File: config.mk
export PLATFORM = sky130hd
export DESIGN_NAME = color_manager_config_arbiter
export DESIGN_NICKNAME = d
export VERILOG_FILES = /design/src/rtl/color_manager_config_arbiter.sv
export SDC_FILE = /design/constraint.sdc
export NUM_CORES = 1
export LEC_CHECK = 0
export ABC_CLOCK_PERIOD_IN_PS = 2300
export CAP_MARGIN = 10
export CORE_MARGIN = 5
export CORE_UTILIZATION = 44
export DETAILED_ROUTE_END_ITERATION = 8
export PLACE_DENSITY = 0.95
export SETUP_SLACK_MARGIN = 0.15
export SYNTH_ARGS = -nofsm -noshare
export SYNTH_HDL_FRONTEND = slang
export SYNTH_SLANG_ARGS = --single-unit
File: constraint.sdc
create_clock -name Clk -period 2.3 [get_ports Clk]
set_input_delay 0.23 -clock Clk [delete_from_list [all_inputs] [get_ports Clk]]
set_output_delay 0.23 -clock Clk [all_outputs]
set_load 0.01 [all_outputs]
File: src/rtl/color_manager_config_arbiter.sv
// color_manager_config_arbiter: round-robin owner of the shared config write bus; define COLOR_MANAGER_CONFIG_ARB_TIMEOUT_EN to drop writes whose target never becomes ready
module color_manager_config_arbiter #(
    parameter int NUM_REQ        = 2,
    parameter int C_ADDR_WIDTH   = 3,
    parameter int C_DATA_WIDTH   = 12,
    parameter int TIMEOUT_CYCLES = 255
) (
    input  logic                             Clk,
    input  logic                             Rst,
    input  logic [NUM_REQ-1:0]               Req_Valid,
    input  logic [NUM_REQ*C_ADDR_WIDTH-1:0]  Req_Addr,
    input  logic [NUM_REQ*C_DATA_WIDTH-1:0]  Req_Data,
    output logic [NUM_REQ-1:0]               Req_Rdy,
    input  logic                             C_Rdy,
    output logic [C_ADDR_WIDTH-1:0]          C_Addr,
    output logic [C_DATA_WIDTH-1:0]          C_Data,
    output logic                             C_Valid,
    output logic [NUM_REQ-1:0]               Grant,
    output logic                             Busy,
    output logic                             Timeout
);
    localparam int IW = (NUM_REQ > 1) ? $clog2(NUM_REQ) : 1;

    typedef enum logic [1:0] {IDLE, ISSUE, GAP} state_t;

    state_t                    state_q;
    logic [IW-1:0]             last_q;
    logic [IW-1:0]             sel_d;
    logic [IW-1:0]             idx_d;
    logic                      found_d;
    logic [NUM_REQ-1:0]        onehot_d;
    logic [NUM_REQ-1:0]        req_rdy_q;
    logic [NUM_REQ-1:0]        grant_q;
    logic [C_ADDR_WIDTH-1:0]   c_addr_q;
    logic [C_DATA_WIDTH-1:0]   c_data_q;
    logic                      c_valid_q;
    logic                      busy_q;

`ifdef COLOR_MANAGER_CONFIG_ARB_TIMEOUT_EN
    localparam int CW = $clog2(TIMEOUT_CYCLES + 1);
    logic [CW-1:0]             cnt_q;
    logic                      timeout_q;
    assign Timeout = timeout_q;
`else
    assign Timeout = 1'b0;
`endif

    assign Req_Rdy = req_rdy_q;
    assign Grant   = grant_q;
    assign C_Addr  = c_addr_q;
    assign C_Data  = c_data_q;
    assign C_Valid = c_valid_q;
    assign Busy    = busy_q;

    // Pick the first requesting index after the last winner; scanning downward lets the nearest one overwrite
    always_comb begin
        sel_d   = '0;
        idx_d   = '0;
        found_d = 1'b0;
        for (int k = NUM_REQ; k >= 1; k--) begin
            idx_d = IW'((int'(last_q) + k) % NUM_REQ);
            if (Req_Valid[idx_d]) begin
                sel_d   = idx_d;
                found_d = 1'b1;
            end
        end
        onehot_d = NUM_REQ'(1) << sel_d;
    end

    // Arbitration FSM: latch the winner, wait for the target, strobe once, then hold a dead cycle
    always_ff @(posedge Clk or posedge Rst) begin
        if (Rst) begin
            state_q   <= IDLE;
            last_q    <= IW'(NUM_REQ - 1);
            req_rdy_q <= '0;
            grant_q   <= '0;
            c_addr_q  <= '0;
            c_data_q  <= '0;
            c_valid_q <= 1'b0;
            busy_q    <= 1'b0;
`ifdef COLOR_MANAGER_CONFIG_ARB_TIMEOUT_EN
            cnt_q     <= '0;
            timeout_q <= 1'b0;
`endif
        end else begin
            req_rdy_q <= '0;
            c_valid_q <= 1'b0;
`ifdef COLOR_MANAGER_CONFIG_ARB_TIMEOUT_EN
            timeout_q <= 1'b0;
`endif
            case (state_q)
                IDLE: begin
                    if (found_d) begin
                        c_addr_q  <= Req_Addr[int'(sel_d)*C_ADDR_WIDTH +: C_ADDR_WIDTH];
                        c_data_q  <= Req_Data[int'(sel_d)*C_DATA_WIDTH +: C_DATA_WIDTH];
                        grant_q   <= onehot_d;
                        req_rdy_q <= onehot_d;
                        last_q    <= sel_d;
                        busy_q    <= 1'b1;
                        state_q   <= ISSUE;
`ifdef COLOR_MANAGER_CONFIG_ARB_TIMEOUT_EN
                        cnt_q     <= '0;
`endif
                    end
                end
                ISSUE: begin
                    if (C_Rdy) begin
                        c_valid_q <= 1'b1;
                        state_q   <= GAP;
                    end
`ifdef COLOR_MANAGER_CONFIG_ARB_TIMEOUT_EN
                    else if (cnt_q == CW'(TIMEOUT_CYCLES - 1)) begin
                        timeout_q <= 1'b1;
                        grant_q   <= '0;
                        busy_q    <= 1'b0;
                        state_q   <= IDLE;
                    end else begin
                        cnt_q <= cnt_q + CW'(1);
                    end
`endif
                end
                GAP: begin
                    // First GAP cycle carries the strobe; the second is the dead cycle before release
                    if (!c_valid_q) begin
                        grant_q <= '0;
                        busy_q  <= 1'b0;
                        state_q <= IDLE;
                    end
                end
                default: state_q <= IDLE;
            endcase
        end
    end
endmodule

=== Word level (Yosys, flattened, before mapping) ===
Index checks and enable logic that the tools add are counted.

* $add $sub $neg: 2
* Order comparisons: 2
* Bitwise logic cells: 0
* Multiply operators: 2
* Reduce and logical (&&, ||, !) cells: 5
* Multiplexer cells: 21
* Shift operators: 3
* Eq/ne operators: 5
* Divide/modulo/power cells: 0

{| class="wikitable"
|+ Operators by type and width
! cell !! number
|-
| $shiftx A24 B6 Y12 || 1
|-
| $mux W1 || 12
|-
| $mux W2 || 6
|-
| $mul A1 B2 Y3 const B || 2
|-
| $ne A2 B2 Y1 const B || 3
|-
| $pmux W2 S3 || 1
|-
| $reduce_and A3 Y1 || 2
|-
| $shiftx A6 B4 Y3 || 1
|-
| $lt A1 B2 Y1 const B || 2
|-
| $pmux W2 S2 || 1
|-
| $add A1 B1 Y1 const B || 2
|-
| $eq A2 B1 Y1 const B || 1
|-
| $eq A2 B2 Y1 const B || 1
|-
| $logic_not A2 Y1 || 1
|-
| $pmux W1 S2 || 1
|-
| $reduce_and A2 Y1 || 1
|-
| $reduce_bool A2 Y1 || 1
|-
| $shl A1 B1 Y2 const A || 1
|}

* Word-level logic and storage cells: 48
* Register bits: 24
* Bits of input ports: 35
* RAM bits: 0
* Memory bits (read-only): 0
* Latch bits: 0
* Memories: 0

=== Logic depth before layout (Yosys ltp) ===
Gate-level depths: netlist of the first run.

* Depth after elaboration: 8
* Gate-level depth with buffers: 6
* Gate-level depth less buffers: 3

=== Least setup slack after synthesis of the first run ===
No wires, ideal clock.

* Path type: register to register
* Start: register state_q[1]
* End: register c_data_q[0], in the netlist C_Data[0]
* Data required time: 2173 ps
* Path buffers: 3
* Setup slack: 1071 ps
* Setup time: 127 ps
* Stages on the path, launching flop included: 7
* Clock period less this slack: 1229 ps
* Arrival: 1102 ps
* Path through: dfrtp_1 -> buf_4 -> nor2_8 -> and2_4 -> buf_6 -> buf_12 -> a31oi_2

* Cells in the longest elaborated chain, start to end: 2

{| class="wikitable"
|+ Ends and longest elaborated chain
! item !! RTL line !! text
|-
| start: declaration || 26 || <nowiki>state_t state_q;</nowiki>
|-
| start signal: assignment || 73 || <nowiki>state_q <= IDLE;</nowiki>
|-
| start signal: assignment || 100 || <nowiki>state_q <= ISSUE;</nowiki>
|-
| start signal: assignment || 109 || <nowiki>state_q <= GAP;</nowiki>
|-
| $logic_not A2 Y1 || 91 || <nowiki>case (state_q)</nowiki>
|-
| $reduce_and A2 Y1 (no source line) || n/a ||
|-
| end signal: assignment || 95 || <nowiki>c_data_q <= Req_Data[int'(sel_d)*C_DATA_WIDTH +: C_DATA_WIDTH];</nowiki>
|-
| end: declaration || 35 || <nowiki>logic [C_DATA_WIDTH-1:0] c_data_q;</nowiki>
|}

No other way between the ends.
A chain may end at the register's enable or synchronous reset.

=== Worst setup path after layout of the first run ===
* Start: register c_valid_q, in the netlist C_Valid
* End: output C_Valid

{| class="wikitable"
|+ RTL lines
! item !! RTL line !! text
|-
| start: declaration || 36 || <nowiki>logic c_valid_q;</nowiki>
|-
| start signal: assignment || 79 || <nowiki>c_valid_q <= 1'b0;</nowiki>
|-
| start signal: assignment || 87 || <nowiki>c_valid_q <= 1'b0;</nowiki>
|-
| start signal: assignment || 108 || <nowiki>c_valid_q <= 1'b1;</nowiki>
|-
| end: declaration || 17 || <nowiki>output logic C_Valid,</nowiki>
|}

No word-level cell between the ends.

==> results.json, run 1 <==
{
  "end_kind": "primary output",
  "rsz0062_at_grt": "no",
  "async_flop_share": 1.00,
  "viasPerCell": 5.15,
  "synth_top_area_frac": 0.470,
  "hold_viol": 0,
  "wire_per_inst_um": 14.3,
  "drt_iter0_drc": 30,
  "synth_seq_cells": 24,
  "crit_buf_inv": 1,
  "crit_slowest_cell": "clkdlybuf4s50_1",
  "layout_setup_ws_ns": 0.807,
  "synth_adder_area_share": 0,
  "grt_pass1_vias": 1096,
  "p_switching_mw": 0.733,
  "synth-seq-area-share": 0.492,
  "pre_cts_ws_ns": 0.617,
  "placement.io_buffers": 55,
  "ir_worst_vdd_mv": 0.802,
  "synth_fp_nets": 152,
  "post_cts_resized": 0,
  "internal_power_mw": 1.28,
  "arrival_ns": 1.26,
  "cts_hold_buf": 0,
  "numCtsBuffers": 3,
  "vias": 1020,
  "syn2layout_area_growth_pct": 41.8,
  "worstPathRequired_ns": 2.07,
  "swShare": 0.364,
  "worstSetupPathType": "reg2out",
  "cts_setup_buffers": 0,
  "die_y_um": 62.7,
  "p_per_area_nw_per_um2": 1160,
  "multiInputGateArea_sq_um": 489,
  "gp_congestion": 0.822,
  "cts_tree": "yes",
  "clock_sinks": 24,
  "root_buffer": "clkbuf_4",
  "cp_top_family": "buffers and inverters",
  "cts_buffer_depth": 2,
  "ant_nets": 0,
  "grt_usage": 0.151,
  "yosysMostFrequentCell": "nand2_1",
  "core_sq_um": 2710,
  "maxSlewHeadroom": 0.411,
  "synth_top_family_by_area": "compound AO/OA/AOI/OAI gates",
  "path_cells": "clkdlybuf4s50_1",
  "yosys.area_share.simple": 0.146,
  "rr_endpoint": "C_Data[10]",
  "synth-compound-area-share": 0.251,
  "synth_area_leader_cell": "dfrtp_1",
  "stdcell_count": 198,
  "combPwrFrac": 0.503,
  "rr_startpoint": "state_q[1]",
  "synth_area_leaders": "dfrtp_1 47%, a31oi_2 10%, nand2_1 9.5%",
  "synth_commonest_cells": "31 x nand2_1, 23 x dfrtp_1, 17 x a21oi_1",
  "fin_setup_tns_ns": 0,
  "grt_pass1_wl_mm": 4.94,
  "yosys_warnings": 0,
  "fp.dieArea_sq_um": 3940,
  "p_clk_frac": 0.106,
  "synth_mux_area_frac": 0,
  "die_x_um": 62.7,
  "outcome": "finished, final reports clean",
  "diodes": 0,
  "synth_xor_area_frac": 0,
  "final_core_util": 0.640,
  "reg2reg_depth": 3,
  "drive_gt1_frac": 0.132,
  "post_synth.cell_area_avg_sq_um": 10.5,
  "timing.fmax_mhz": 670,
  "wirelength_mm": 2.84,
  "worstHoldPathType": "in2async",
  "fin_crit_ns": 1.49,
  "nFillCells": 232,
  "clock_latency_ns": 0.31,
  "gr-total-overflow": 0,
  "netlist_instances": 117,
  "critPathMaxFanout": 3,
  "worst_pin_slew_ns": 0.882,
  "yosys_most_used_dff": "dfrtp_1",
  "cp_slowest_stage_delay_ns": 0.55,
  "seqPwrFrac": 0.391,
  "htreeDepth": 1,
  "rows": 19,
  "antenna_found_initial": 0,
  "rrSetupSlack_ns": 0.87,
  "drc": 0,
  "io-pin-count": 57,
  "seqCellArea_sq_um": 602,
  "finalCritPeriodShare": 0.649,
  "p_total_mw": 2.02,
  "synth_cell_type_count": 26,
  "setup_violations": 0,
  "fin_skew_ns": 0.0134,
  "final_nets": 203,
  "slew_viol_final": 0,
  "p_leak_nw": 0.715,
  "drt-pass1-iter-count": 4,
  "initial_core_util": 0.452,
  "grt_max_degree": 25,
  "synth_area_sq_um": 1220,
  "dp.cells": 194,
  "dpl.hpwl_mm": 2.27,
  "synth_edf_count": 0,
  "cp-start-kind": "flip-flop",
  "clk_pin_slew_ns": 0.13,
  "drv_cap": 0
}
-- worst max path at each step --
stage,to,cells past startpoint,start,slack [ns]
after CTS,C_Valid,1,C_Valid,0.80
after floorplan,C_Data[0],6,state_q[1],1.07
after detailed placement,C_Data[10],4,Req_Valid[0],0.62
after global placement,Busy,4,Req_Valid[0],0.71
final,C_Valid,1,C_Valid,0.81
after global routing,C_Valid,1,C_Valid,0.75
-- per-stage QoR --
step                      hold WS, ns  instance area, sq um
after floorplan                 0.244                  1220
after global placement          0.474                  1700
after detailed placement        0.475                  1700
after CTS                       0.423                  1740
after global routing            0.471                  1740
final                           0.397                  1740
-- final cells by class --
class                      count  area share
inverter                       1     0.00216
clock buffer                   4      0.0209
tap                           31      0.0224
sequential                    24       0.347
multi-input combinational     81       0.282
timing repair buffer          57       0.326
-- cells by family (layout without fill, tap and decap cells) --
logic type,Yosys count,in the layout
AOI/OAI and AO/OA,41,41
and+or+nand+nor,39,39
DFF,24,24
buffers and inverters,12,62
other,1,1
-- placed cells by master (no fill, tap or decap), drive strengths merged, types with 2 or more instances in the layout --
cell / n
a21o: 3
a21oi: 17
a31oi: 16
buf: 2
clkbuf: 4
clkdlybuf4s50: 55
dfrtp: 23
nand2: 31
nor2: 3
o21ai: 2
-- per-layer routing --
layer  global-route usage  vias up  part of all wire  routed length [um]
met5                    0        -                 0                   0
met4               0.0398        0            0.0060                  17
met2                0.242       48              0.48                1370
met3               0.0522        2             0.090                 256
li1                     -      507                 -                   -
met1                0.195      463              0.42                1200
-- power groups by stage --
stage                     Combinational, mW  Sequential, mW  Clock, mW
after floorplan                       0.604           0.814          0
after global placement                0.993           0.792          0
after detailed placement               1.03           0.796          0
after CTS                              1.03           0.791      0.219
after global routing                   1.11           0.818      0.236
final                                  1.01           0.789      0.213
-- flip-flops by register name, summed over array words and instances (netlist names) --
name / count
C_Data: 12
state_q: 2
Grant: 2
last_q: 1
Busy: 1
Req_Rdy: 2
C_Valid: 1
C_Addr: 3
Power figures use the tool's default switching activity.
==> inputs of run 2 (changes only) <==
--- a/config.mk
+++ b/config.mk
@@ -5,12 +5,12 @@
 export SDC_FILE = /design/constraint.sdc
 export NUM_CORES = 1
 export LEC_CHECK = 0
-export ABC_CLOCK_PERIOD_IN_PS = 2300
+export ABC_CLOCK_PERIOD_IN_PS = 1400
 export CAP_MARGIN = 10
 export CORE_MARGIN = 5
-export CORE_UTILIZATION = 44
+export CORE_UTILIZATION = 40
 export DETAILED_ROUTE_END_ITERATION = 8
-export PLACE_DENSITY = 0.95
+export PLACE_DENSITY = 0.88
 export SETUP_SLACK_MARGIN = 0.15
 export SYNTH_ARGS = -nofsm -noshare
 export SYNTH_HDL_FRONTEND = slang
==> constraint.sdc (replaced) <==
create_clock -name Clk -period 1.4 [get_ports Clk]
set_input_delay 0.14 -clock Clk [delete_from_list [all_inputs] [get_ports Clk]]
set_output_delay 0.14 -clock Clk [all_outputs]
set_load 0.01 [all_outputs]
==> results.json, run 2 (synthesis results as in run 1) <==
{
  "core_sq_um": 3000,
  "diodes": 0,
  "gp_congestion": 0.733,
  "stdcell_count": 211,
  "final_core_util": 0.608,
  "clk_pin_slew_ns": 0.13,
  "dp.cells": 205,
  "end_kind": "flip-flop",
  "drc": 0,
  "initial_core_util": 0.408,
  "grt_pass1_wl_mm": 5.22,
  "slew_viol_final": 0,
  "critPathMaxFanout": 10,
  "setup_violations": 0,
  "cts_tree": "yes",
  "syn2layout_area_growth_pct": 49.1,
  "grt_usage": 0.157,
  "worstPathRequired_ns": 1.66,
  "final_nets": 214,
  "final_cell_mix": "34 x clkdlybuf4s50_1, 31 x nand2_1, 21 x dfrtp_1, 21 x dlygate4sd2_1, 17 x a21oi_1",
  "drive_gt1_frac": 0.197,
  "io-pin-count": 57,
  "timing.fmax_mhz": 837,
  "place_area_sq_um": 1770,
  "rsz0062_at_grt": "no",
  "p_leak_nw": 0.802,
  "die_y_um": 65.3,
  "drt_iter0_drc": 43,
  "layout_setup_ws_ns": 0.205,
  "hold_viol": 0,
  "outcome": "finished, final reports clean",
  "ir_worst_vdd_mv": 0.582,
  "rrSetupSlack_ns": 0.21,
  "dpl.hpwl_mm": 2.49,
  "nFillCells": 262,
  "root_buffer": "clkbuf_4",
  "cp-start-kind": "flip-flop",
  "largest_reg_flops": 12,
  "p_per_area_nw_per_um2": 1900,
  "whs_ns": 0.138,
  "arrival_ns": 1.45,
  "final_common_cell": "clkdlybuf4s50_1",
  "ant_nets": 0,
  "worstSetupPathType": "reg2reg",
  "reg2reg_depth": 4,
  "pre_cts_ws_ns": -0.0676,
  "antenna_found_initial": 0,
  "grt_max_degree": 25,
  "wirelength_mm": 3.21,
  "wire_per_inst_um": 15.2,
  "clock_latency_ns": 0.33,
  "gr-total-overflow": 0,
  "clock_sinks": 24,
  "vias": 1061,
  "worstHoldPathType": "in2async",
  "drv_cap": 0,
  "die_x_um": 65.3,
  "drt-pass1-iter-count": 4,
  "cts_buffer_depth": 2,
  "numCtsBuffers": 3,
  "htreeDepth": 1,
  "rows": 20,
  "fin_crit_ns": 1.19,
  "fp.dieArea_sq_um": 4270,
  "final_area_sq_um": 1820,
  "fin_skew_ns": 0.00198,
  "viasPerCell": 5.03,
  "grt_pass1_vias": 1145,
  "finalCritPeriodShare": 0.854,
  "placement.io_buffers": 55
}
run 2: cell count changes in the layout (fill, tap and decap cells not counted), sizes merged:
cell | previous run | this run
clkdlybuf4s50 | 55 | 34
dlygate4sd2 | 0 | 21
buf | 2 | 12
and2 | 1 | 2
bufinv | 0 | 1
clkbuf | 4 | 3
run 2: metrics by stage:
step | setup TNS [ns] | total power, mW
after floorplan | 0 | 2.33
after global placement | -0.112 | 3.03
after detailed placement | -0.885 | 3.13
after CTS | 0 | 3.46
after global routing | 0 | 3.71
final | 0 | 3.47
run 2: repair_timing:
item / 4_1_cts / 5_1_grt
endpoints found under the hold margin: 0 / 0
endpoints found under the setup margin: 36 / 14
gates cloned: 1 / 0
gates resized for setup: 23 / 3
hold buffers: 0 / 0
pin swaps: 0 / 0
setup buffers: 0 / 1
run 2: cell type report:
class | instances | area, sq um | share of cell area
repair buffers | 67 | 618 | 0.339
clock inverters | 1 | 30.0 | 0.0165
well taps | 33 | 41.3 | 0.0226
flip-flops and latches | 24 | 604 | 0.331
inverters | 1 | 3.75 | 0.00206
clock buffers | 3 | 22.5 | 0.0123
multi-input cells | 82 | 504 | 0.276
run 2: critical path, stage by stage (launching register included):
cell	delay, ns
dfstp_2	0.59
a21bo_4	0.16
buf_6	0.14
nand2_1	0.08
a31oi_2	0.16
run 2: report_power, final:
| part | total [mW] | switching, mW | leakage (nW) | internal [mW] |
|---|---|---|---|---|
| clock | 0.505 | 0.215 | 0.0279 | 0.290 |
| combinational | 1.67 | 0.824 | 0.498 | 0.842 |
| sequential | 1.29 | 0.258 | 0.276 | 1.04 |
| total | 3.47 | 1.30 | 0.802 | 2.17 |
run 2: per-layer routing:
| metal | up-vias | track usage | wire length [um] |
|---|---|---|---|
| met4 | 0 | 0.0466 | 34 |
| met2 | 32 | 0.274 | 1640 |
| met3 | 3 | 0.0410 | 214 |
| met5 | - | 0 | 0 |
| met1 | 502 | 0.188 | 1310 |
| li1 | 524 | - | - |
run 2: worst paths after layout:
check	endpoint	from
setup / recovery	C_Data[7]	last_q
hold / removal	Grant[0]	Rst
setup reg to reg	C_Data[7]	last_q
hold reg to reg	Grant[0]	Grant[0]
max in group asynchronous	last_q	Rst
min in group Clk	C_Data[11]	Req_Data[11]
==> edit 1 (settings of run 2) <==
Build with the macro `COLOR_MANAGER_CONFIG_ARB_TIMEOUT_EN` defined.
--- a/src/rtl/color_manager_config_arbiter.sv
+++ b/src/rtl/color_manager_config_arbiter.sv
@@ -1,4 +1,6 @@
 // color_manager_config_arbiter: round-robin owner of the shared config write bus; define COLOR_MANAGER_CONFIG_ARB_TIMEOUT_EN to drop writes whose target never becomes ready
+`define COLOR_MANAGER_CONFIG_ARB_TIMEOUT_EN
+
 module color_manager_config_arbiter #(
     parameter int NUM_REQ        = 2,
     parameter int C_ADDR_WIDTH   = 3,
Behaviour: no difference found for any inputs over 10 cycles, from zero or initial values and one cycle with Rst high; that may be too few to reach the edited logic, so the function may still have changed.
==> edit 1 against run 2 <==
- the flow now finishes with violations (setup timing)
- combinational power is 89% higher
- hold slack gained 45 ps
- largest power group unchanged
- sequential power grew 23%
- count of clock-buffer cells in the layout increased by 3
- setup slack got worse by 420 ps
- area after synthesis rose by 38%
- design area is 62% higher
- sequential share of layout area is 5.2 points lower
- wire length grew 73%
- sequential cell count is 9 higher
- utilization up 12 points
- first-iteration DRC count increased by 130%
- total power increased by 57%
==> edit 1: results (changes against run 2) <==
- Status: finished with violations
- Failing checks: setup timing
- Largest net degree at the start of global routing: 34 (+36%)
- Synth top cells by count: dfrtp_1, nand2_1, mux2i_1
- Share of cells above drive strength 1: 37.60% (+18 points)
- Skew final: 4.665 ps (+2.682 ps)
- Final-report setup violation count: 18 (+18)
- Routed wire length: 5.535 mm (+73%)
- Detailed Route Iter0 Violations: 100 (+130%)
- CTS Buf Count: 5 (+2)
- Dpl hpwl: 3.344 mm (+34%)
- Global-route wire length before repair: 7.314 mm (+40%)
- Post-Syn Nets: 200 (+32%)
- # H-tree levels: 2 (+1)
- R2R Path End: Grant[0]
- Nets: 291 (+36%)
- Reg-to-reg startpoint: state_q[1]
- Via count of the first global-routing pass: 1,509 (+32%)
- Fillers: 266 (+1.5%)
- Clock Pin Slew Worst Setup and Hold Paths: 70 ps (-60 ps)
- Crit-path slowest cell: dfrtp_1
- Critical-path maximum fanout: 4 (-6)
- Leakage power: 0.001396 µW (+74%)
- Top delay family on crit path: simple AND/OR/NAND/NOR gates
- Top cell type's share of synthesized area: 47.30% (+0.27 points)
- Netlist cell types: 40 (+54%)
- All-Layer GR Usage: 17.80% (+2.1 points)
- Worst Setup Slack post-DPL: -329.5 ps (-261.9 ps)
- Worst setup margin: -217.8 ps (-422.9 ps)
- Top cells by area, synth: dfrtp_1, mux2i_1, ha_1, o21ai_0, nand2_1
- VDD IR-drop max: 0.0009790 V (+68%)
- Routed vias: 1,572 (+48%)
- I/O Buffers: 56 (+1.8%)
- Clk root buf: clkbuf_8
- Sequential area share after synthesis: 48.85% (-0.33 points)
- Max incr delay on CP: 400 ps (-190 ps)
- Row cnt: 23 (+15%)
[edit 1: cell types whose count changed in the layout (fill, tap and decap cells not counted), moves of 5 or more]
| cell | run 2 | this run |
|---|---|---|
| nand2_2 | 0 | 5 |
| dfrtp_1 | 21 | 32 |
| nand2_4 | 0 | 5 |
| nand2_1 | 31 | 9 |
| clkbuf_8 | 0 | 5 |
| a21oi_1 | 17 | 4 |
| a31oi_2 | 10 | 2 |
| mux2i_1 | 0 | 14 |
| o21ai_2 | 0 | 11 |
| buf_4 | 11 | 25 |
| o21ai_1 | 0 | 5 |
[edit 1: logic make-up after synthesis]
logic type | Yosys count | synth area share, %
AND/OR/NAND/NOR | 43 | 13.38
AO/OA/AOI/OAI | 39 | 15.74
flip-flops | 33 | 48.85
multiplexers | 20 | 12.05
buffers and inverters | 16 | 4.804
adder cells (fa/ha/maj) | 7 | 5.173
[edit 1: final cells by class]
| class | instances | area share (%) |
|---|---|---|
| sequential | 33 | 27.91 |
| clock inverter | 2 | 0.3378 |
| inverter | 7 | 0.8868 |
| timing repair buffer | 93 | 32.39 |
| tap | 50 | 2.111 |
| multi-input combinational | 109 | 33.91 |
| clock buffer | 6 | 2.449 |
[edit 1: worst max-delay path by stage]
stage	end	slack (ps)	depth (start not counted)	start
5_1_grt	Grant[0]	-320	6	state_q[1]
3_5_place_dp	cnt_q[3]	-330	5	Req_Valid[1]
3_3_place_gp	cnt_q[5]	-260	5	Req_Valid[1]
6_report	Grant[0]	-220	6	state_q[1]
4_1_cts	state_q[0]	-220	6	state_q[1]
2_1_floorplan	cnt_q[5]	-160	7	state_q[0]
[edit 1: worst min-delay path, delay by kind of cell]
| kind | cells | cell delay (ps) |
|---|---|---|
| buffers and inverters | 3 | 690 |
[edit 1: timing repair]
item | 4_1_cts | 5_1_grt
setup buffers | 2 | 4
setup endpoints to repair | 47 | 31
gates cloned | 3 | 3
resized for setup | 32 | 52
endpoints found under the hold margin | 0 | 0
pin swaps | 3 | 10
[edit 1: stage by stage]
step           cells  cell area (µm²)  TNS, ps
6_report         300             2963    -2346
5_1_grt          300             2963    -3815
4_1_cts          293             2719    -2179
3_5_place_dp     280             2527    -5943
3_3_place_gp     280             2527    -4865
2_1_floorplan    158             1738    -1531
[edit 1: power by group]
| group | internal (µW) | total [µW] | switching, µW |
|---|---|---|---|
| Combinational | 1630 | 3150 | 1510 |
| Sequential | 1330 | 1590 | 256 |
| Clock | 344 | 705 | 361 |
| Total | 3310 | 5440 | 2130 |
[edit 1: per-layer routing]
metal | track usage [%] | share of wire [%] | up-vias
met5 | 0 | 0 | -
met4 | 9.091 | 3.3 | 0
met3 | 3.738 | 3.9 | 12
met2 | 31.04 | 52 | 51
met1 | 20.45 | 40 | 768
li1 | - | - | 741
==> edit 2 (flow settings as in run 2) <==
Made on the original files. Encoding of `state_t`: now one-hot (3 bits for 3 states).
--- a/src/rtl/color_manager_config_arbiter.sv
+++ b/src/rtl/color_manager_config_arbiter.sv
@@ -21,7 +21,7 @@
 );
     localparam int IW = (NUM_REQ > 1) ? $clog2(NUM_REQ) : 1;
 
-    typedef enum logic [1:0] {IDLE, ISSUE, GAP} state_t;
+    typedef enum logic [2:0] {IDLE = 3'b001, ISSUE = 3'b010, GAP = 3'b100} state_t;
 
     state_t                    state_q;
     logic [IW-1:0]             last_q;
Formal check against the unedited RTL: no difference found for any inputs over 10 cycles, from zero or initial values and one cycle with Rst high; not proved beyond that.
==> edit 2 against run 2 <==
- area after synthesis decreased by 4.9%
- setup slack got worse by 87 ps
- total power increased by 9.7%
- wire length increased by 11%
- design area increased by 7.7%
- global-route usage increased by 2.1 points
- maximum frequency decreased by 6.8%
- sequential cell count increased by 1
- critical endpoint is now C_Data[10]
- largest cell class unchanged
- largest power group unchanged
==> edit 2: results (changes against run 2) <==
- Status: finished clean
- # H-tree levels: 1 (unchanged)
- Clk root buf: clkbuf_4
- Wire per inst: 16.67 µm (+9.7%)
- Synth warn: 0 (unchanged)
- Max incr delay on CP: 600 ps
- Clk buf depth: 2 (unchanged)
- Clock Latency Late Sink: 330 ps (about the same)
- Crit-path slowest cell: dfstp_2
- Skew final: 15.41 ps (+13.43 ps)
- Post-Syn Nets: 138 (-9.2%)
- Critical-path maximum fanout: 6 (-4)
- Detailed Route Iter0 Violations: 32 (-26%)
- Reg2Reg Setup Slack: 120 ps (-90 ps)
- Leakage power: 0.0009395 µW (+17%)
- Critical path launch point: last_q
- Initial antenna violation count: 0 (unchanged)
- Share of cells above drive strength 1: 30.22% (+11 points)
- R2R Path End: C_Data[10]
- VDD IR-drop max: 0.001375 V (+140%)
- Largest net degree at the start of global routing: 16 (-36%)
- Global-route wire length before repair: 5.823 mm (+12%)
- Vias per std cell: 5.362 (+6.6%)
- Hold Path Class: in -> async
- R2R depth: 4 (unchanged)
- Global placement routability congestion: 0.7277 (-0.78%)
- Synth top cells by count: dfrtp_1, nand2_1, o21ai_1
- Via count of the first global-routing pass: 1,317 (+15%)
- Max FFs per register: 12 (unchanged)
- CTS Buf Count: 3 (unchanged)
- Nets: 218 (+1.9%)
- Top delay family on crit path: flip-flops
- Sequential area share after synthesis: 53.98% (+4.8 points)
- I/O Buffers: 55 (unchanged)
- Top cells by area, synth: dfrtp_1, a22oi_2, mux2i_1, nand2_1, o21ai_1
- DP Area: 1787 µm² (+0.99%)
- Clock Pin Slew Worst Setup and Hold Paths: 150 ps (+20 ps)
- Ys async rst share: 100.0% (unchanged)
- DRT Pass-1 Iters: 4 (unchanged)
- ANT cells: 0 (unchanged)
- Dpl hpwl: 2.423 mm (-2.8%)
- Netlist cell types: 27 (+3.8%)
- CP Data Arrival Time: 1520 ps (+70 ps)
- Critical Path End Type: flop
- All-Layer GR Usage: 17.75% (+2.1 points)
- Main synth FF type: dfrtp_1
-- edit 2: logic make-up after synthesis --
group	Yosys count	share of synthesized area (%)
multiplexers	6	5.161
AND/OR/NAND/NOR	29	14.09
other	1	0.3223
buffers and inverters	9	5.484
AO/OA/AOI/OAI	33	20.97
flip-flops	25	53.98
-- edit 2: metrics by stage --
step | hold slack, ps | cells | worst slack, ps | total power (µW)
floorplan | 165.8 | 103 | 154.0 | 2287
global placement | 380.7 | 194 | -82.46 | 3099
detailed placement | 385.5 | 194 | -138.7 | 3189
CTS | 16.75 | 213 | 148.4 | 3687
global route | 11.24 | 213 | 64.64 | 4041
finish | 11.84 | 213 | 118.5 | 3801
-- edit 2: what timing repair did --
action | in CTS | in global routing
setup buffers | 14 | 0
resized for setup | 30 | 8
pin swaps | 7 | 7
gates cloned | 1 | 0
setup endpoints to repair | 41 | 17
-- edit 2: per-layer routing --
layer  track usage, %  up-vias  routed length, µm
met5                0        -                  0
met2            32.29       58               1905
met1            19.31      558               1303
li1                 -      517                  -
met4            7.532        0                 70
met3            4.378        9                271
-- edit 2: layout make-up --
class,instances,area (µm²)
clock inverters,1,7.507
flip-flops and latches,25,630.6
well taps,31,38.79
fillers,183,817.0
multi-input cells,70,514.2
repair buffers,81,743.2
inverters,2,7.507
clock buffers,3,22.52
-- edit 2: how the worst min path moves through the flow --
| stage | to | slack [ps] |
|---|---|---|
| 2_1_floorplan | Busy | 170 |
| 3_3_place_gp | C_Addr[1] | 380 |
| 3_5_place_dp | C_Addr[1] | 390 |
| 4_1_cts | C_Addr[2] | 20 |
| 5_1_grt | C_Addr[0] | 10 |
| 6_report | C_Addr[1] | 10 |
-- edit 2: where the power goes --
group          total (µW)  internal (µW)  switching [µW]
combinational        2140           1170             966
clock                 341            110             231
sequential           1320           1080             243
total                3800           2360            1440
